==> src/rtl/core_cp15_fault_log.sv <==
// core_cp15_fault_log: multi-channel MMU fault FIFO exposed through CP15 FSR/FAR
module core_cp15_fault_log #(
  parameter int CHANNELS = 2,
  parameter int DEPTH = 4,
  parameter int ADDR_W = 32
) (
  input  logic                              clk,
  input  logic                              rst,
  input  logic [CHANNELS-1:0]               fault_valid,
  input  logic [CHANNELS-1:0]               fault_page,
  input  logic [CHANNELS-1:0][1:0]          fault_type,
  input  logic [CHANNELS-1:0][3:0]          fault_domain,
  input  logic [CHANNELS-1:0][ADDR_W-1:0]   fault_addr,
  input  logic                              transfer,
  input  logic                              load,
  input  logic                              sel_far,
  input  logic [31:0]                       write,
  output logic [31:0]                       read,
  output logic                              fault_pending,
  output logic [$clog2(DEPTH+1)-1:0]        fault_count
);
  localparam int AW = $clog2(DEPTH);
  localparam int CW = $clog2(DEPTH+1);
  localparam int RW = ADDR_W + 11;
  logic [RW-1:0] mem [DEPTH];
  logic [RW-1:0] sh, win, cur;
  logic [AW-1:0] rp, wp;
  logic lost, any, multi, full, mcr_fsr, mcr_far, pop, enq, lost_set;
  always_comb begin
    win = '0;
    for (int i = CHANNELS - 1; i >= 0; i--)
      if (fault_valid[i]) win = {4'(i), fault_domain[i], fault_type[i], fault_page[i], fault_addr[i]};
    any = |fault_valid;
    multi = |(fault_valid & (fault_valid - CHANNELS'(1)));
    full = fault_count == CW'(DEPTH);
    mcr_fsr = transfer && !load && !sel_far;
    mcr_far = transfer && !load && sel_far;
    pop = mcr_fsr && write[31] && fault_pending;
    enq = any && (!full || pop);
    lost_set = multi || (any && !enq);
    cur = fault_pending ? mem[rp] : sh;
    read = sel_far ? 32'(cur[ADDR_W-1:0]) : {fault_pending, lost, 18'd0, cur[RW-1:ADDR_W], 1'b1};
  end
  assign fault_pending = fault_count != '0;
  always_ff @(posedge clk) begin
    if (rst) begin
      rp <= '0;
      wp <= '0;
      fault_count <= '0;
      lost <= 1'b0;
      sh <= '0;
    end else begin
      if (enq) mem[wp] <= win;
      wp <= enq ? wp + AW'(1) : wp;
      rp <= pop ? rp + AW'(1) : rp;
      fault_count <= (enq && !pop) ? fault_count + CW'(1) : (pop && !enq) ? fault_count - CW'(1) : fault_count;
      lost <= lost_set ? 1'b1 : (mcr_fsr && write[30]) ? 1'b0 : lost;
      if (mcr_fsr && !write[31] && !fault_pending) sh[ADDR_W+6:ADDR_W] <= write[7:1];
      if (mcr_far) sh[ADDR_W-1:0] <= write[ADDR_W-1:0];
    end
  end
endmodule

==> config.mk <==
export PLATFORM = sky130hd
export DESIGN_NAME = core_cp15_fault_log
export DESIGN_NICKNAME = d
export VERILOG_FILES = /design/src/rtl/core_cp15_fault_log.sv
export SDC_FILE = /design/constraint.sdc
export NUM_CORES = 1
export LEC_CHECK = 0
export BUFFER_PORTS_ARGS = -buffer_cell sky130_fd_sc_hd__buf_2
export CAP_MARGIN = 10
export CORE_MARGIN = 1
export CORE_UTILIZATION = 40
export CTS_CLUSTER_DIAMETER = 150
export DETAILED_ROUTE_END_ITERATION = 7
export HOLD_SLACK_MARGIN = 0.05
export PLACE_DENSITY = 0.7
export SYNTH_ARGS = -nofsm -noshare
export SYNTH_HDL_FRONTEND = slang
export SYNTH_SLANG_ARGS = --single-unit
==> constraint.sdc <==
create_clock -name clk -period 7.3 [get_ports clk]
set_input_delay 1.46 -clock clk [delete_from_list [all_inputs] [get_ports clk]]
set_output_delay 1.46 -clock clk [all_outputs]
set_load 0.02 [all_outputs]
==> implementation parameters <==
Parameter                              Value

Status
  Result of the run ... finished clean

STA
  Number of max-slew violations in the final report ... 0
  Final hold violation count ... 0
  Sum of negative setup slack ... 0 ps
  Count of endpoints failing setup in the final report ... 0
  Fmax achieved ... 226.3 MHz
  Post-route fraction of the period consumed by the critical path ... 60.54%
  Setup repair after global routing missed its margin ... no
  Headroom to the max-slew limit ... 24.77%
  Setup skew after layout ... 8.601 ps
  Worst slew pin tran ... 1128 ps
  Post-layout min period ... 4420 ps

Placed design
  Port Buffers ... 152
  Placer's final routability congestion estimate ... 0.7536
  Final HPWL DP ... 12,390 um

Detailed routing
  DRT Pass-1 Iters ... 4
  Number of violations reported at the end of detailed-routing iteration 0 ... 384
  Post-detailed-routing wire length ... 20,050 um
  Via total after detailed routing ... 5,443
  Antenna-violating nets left ... 0
  WL per Instance ... 19.60 um
  Residual DRC count ... 0
  Vias/cell ... 5.321

Clocking
  Deepest level of the CTS H-tree ... 1
  Sink Count ... 209
  Max Buffers Root-to-Sink ... 3
  Clock network latency to the later pin of the worst-skew pair ... 500 ps
  Clk root buf ... clkbuf_16
  Post-CTS clock slew at the launch and capture registers of the worst setup and hold paths ... 60 ps
  Count of instances resized after the clock tree is built ... 0
  Buffer count from post-CTS setup fixing ... 0
  Number of buffers inserted during clock tree synthesis ... 22
  Total of hold buffers inserted after clock tree synthesis ... 0
  TritonCTS clock tree ... yes

Critical path
  CP max FO ... 41
  Reg-to-reg startpoint ... fault_count[0]$_SDFFE_PP0P_
  Slowest CP cell ... buf_2
  Critical Path Sink Type ... primary output
  Destination of the worst register-to-register timing path ... mem[2][26]$_DFFE_PP_
  Buffering stage count on the worst path with inverters included ... 2
  Required arrival time at the worst endpoint ... 5840 ps
  Type of the worst setup path ... in2out
  Cell depth of the worst flop-to-flop path ... 3
  Worst-path cell chain ... buf_2, mux4_2, buf_2
  Data arrival time at the worst-slack endpoint ... 2960 ps
  Slack of the worst reg-to-reg path ... 4760 ps
  Maximum cell stage delay along the critical path ... 710 ps
  Startpoint Class ... primary input
  Largest delay contributor family on the critical path ... buffers and inverters
  Most Frequent Cell on Critical Path ... buf_2

Synth
  Net count after synthesis ... 710
  Yosys top cell by area ... edfxtp_1
  Synthesized cell area ... 0.008702 mm^2
  Most common library cells after synthesis ... 160 x edfxtp_1, 118 x nand2_1, 49 x dfxtp_1
  Number of distinct library cell variants in the gate-level netlist after synthesis ... 41
  Synthesized area divided by synthesized cell count ... 14.82 um^2
  Share of the synthesized area in the top cell type ... 55.21%
  Number of synthesized register bits ... 209
  Most frequent cell after synthesis ... edfxtp_1
  Share of flip-flops with an asynchronous set or reset ... 0%
  YS warnings ... 0
  Post-Syn Instances ... 587
  Post-synth top flop ... edfxtp_1
  Most area-consuming cells after synthesis ... edfxtp_1 55%, dfxtp_1 11%, mux4_2 9.6%
  Number of synthesized flops with an enable pin ... 160
  Proportion of synthesized chip area in sequential cells ... 66.48%

Floorplan
  Standard-cell row count ... 53
  Die Height ... 149.5 um
  Floorplan core area ... 0.02115 mm^2
  Initial core utilization ... 41.14%
  Number of placed I/O pins ... 153
  Die Area ... 0.02235 mm^2
  DIE WIDTH ... 149.5 um

Final layout
  Layout Utilization ... 49.28%
  Layout filler cell count ... 1,796
  Relative area change from synthesis to final layout ... 19.78%
  Proportion of layout cells with a drive suffix above 1 ... 31.73%
  Final layout net count ... 854

Global routing
  Total overflow reported by the global router ... 0
  Total global routing track utilization ... 18.17%
  Number of global-route vias before repair ... 5,258
  Largest net degree at the start of global routing ... 50
  First-pass GRT wire length ... 30,360 um
  Initial antenna violation count ... 1

Power
  Peak supply drop ... 139.0 uV
  Total power divided by cell area ... 317.2 mW/mm^2
  Pleak ... 0.003732 uW

Hold path
  Launch point of the worst hold path ... sh[28]$_SDFFE_PP0P_
  Sink of the worst hold path ... sh[28]$_SDFFE_PP0P_
  Hold Path Class ... reg2reg
  Cell count of the worst hold path ... 2

Job
  # Max-Cap Violations ... 0
==> layout by cell type, fill, tap and decap left out, types with 2 or more instances in the layout <==
| cell | n |
|---|---|
| nand2_1 | 118 |
| or3_1 | 2 |
| edfxtp_1 | 160 |
| a21boi_0 | 21 |
| a21oi_1 | 46 |
| inv_1 | 7 |
| clkbuf_1 | 9 |
| dfxtp_2 | 2 |
| a31oi_1 | 3 |
| o21ai_0 | 11 |
| xor2_1 | 2 |
| clkinv_1 | 2 |
| bufinv_16 | 3 |
| mux4_1 | 10 |
| nor2_1 | 6 |
| buf_2 | 152 |
| clkbuf_16 | 22 |
| mux2i_1 | 2 |
| buf_4 | 9 |
| a22o_1 | 37 |
| ha_1 | 5 |
| mux4_2 | 37 |
| dfxtp_1 | 47 |
| nand3_1 | 9 |
| clkinvlp_4 | 2 |
| and3_2 | 4 |
==> tightest hold or removal path, cell delays in order (launching register included) <==
cell and delay [ps]:
dfxtp_1 310, nand2_1 50, a21oi_1 50
==> kinds of logic after synthesis <==
family	Yosys count	share of synthesized area, %
and+or+nand+nor	150	7.448
AOI/OAI and AO/OA	121	9.317
muxes	50	12.95
xor gates and xnor gates	2	0.2013
adders and majority gates	6	0.9490
DFF	209	66.48
buffers and inverters	49	2.646
==> layer usage <==
metal / GRT usage, % / routed length [um] / up-vias
met1: 25.14 / 8972 / 2729
met3: 2.226 / 721 / 27
li1: - / - / 2543
met2: 30.39 / 9966 / 144
met4: 4.643 / 389 / 0
met5: 0 / 0 / -
==> through the flow <==
step	std cells	setup slack [ps]	hold slack (ps)	area [um^2]	total power, uW
4_1_cts	1022	2865	456.5	10420	3344
5_1_grt	1023	2796	472.3	10420	3453
6_report	1023	2880	456.4	10420	3306
3_3_place_gp	982	2898	442.8	9689	2201
2_1_floorplan	587	3153	433.3	8702	1948
3_5_place_dp	982	2854	447.3	9689	2221
==> power breakdown <==
group	internal [uW]	total [uW]	switching [uW]	leakage (uW)
sequential	1430	1470	47.7	0.00188
clock	679	1120	444	0.000344
combinational	243	708	465	0.00151
total	2350	3310	957	0.00373
==> final cells by class <==
cell class                      count  area [um^2]  area share (%)
Tap cell                          275        344.1           3.301
Clock inverter                      8        133.9           1.284
Sequential cell                   209         5788           55.53
Clock buffer                       32        598.1           5.738
Multi-Input combinational cell    329         2699           25.89
Antenna cell                        1        2.502         0.02401
Inverter                            8        30.03          0.2881
Timing Repair Buffer              161        828.3           7.946
==> sequential cells by signal (all words and copies together), names as in the netlist, named ones only <==
| name | cells |
|---|---|
| fault_count | 3 |
| lost | 1 |
| mem | 160 |
| rp | 2 |
| sh | 39 |
| wp | 2 |
==> how the worst max path moves through the flow <==
stage / startpoint / slack [ps] / cells after the start / endpoint
final: sel_far / 2880 / 3 / read[1]
after global routing: sel_far / 2800 / 3 / read[1]
after CTS: sel_far / 2860 / 3 / read[5]
after detailed placement: sel_far / 2850 / 3 / read[1]
after global placement: sel_far / 2900 / 3 / read[1]
after floorplan: sel_far / 3150 / 4 / read[24]
Power figures use the tool's default switching activity.
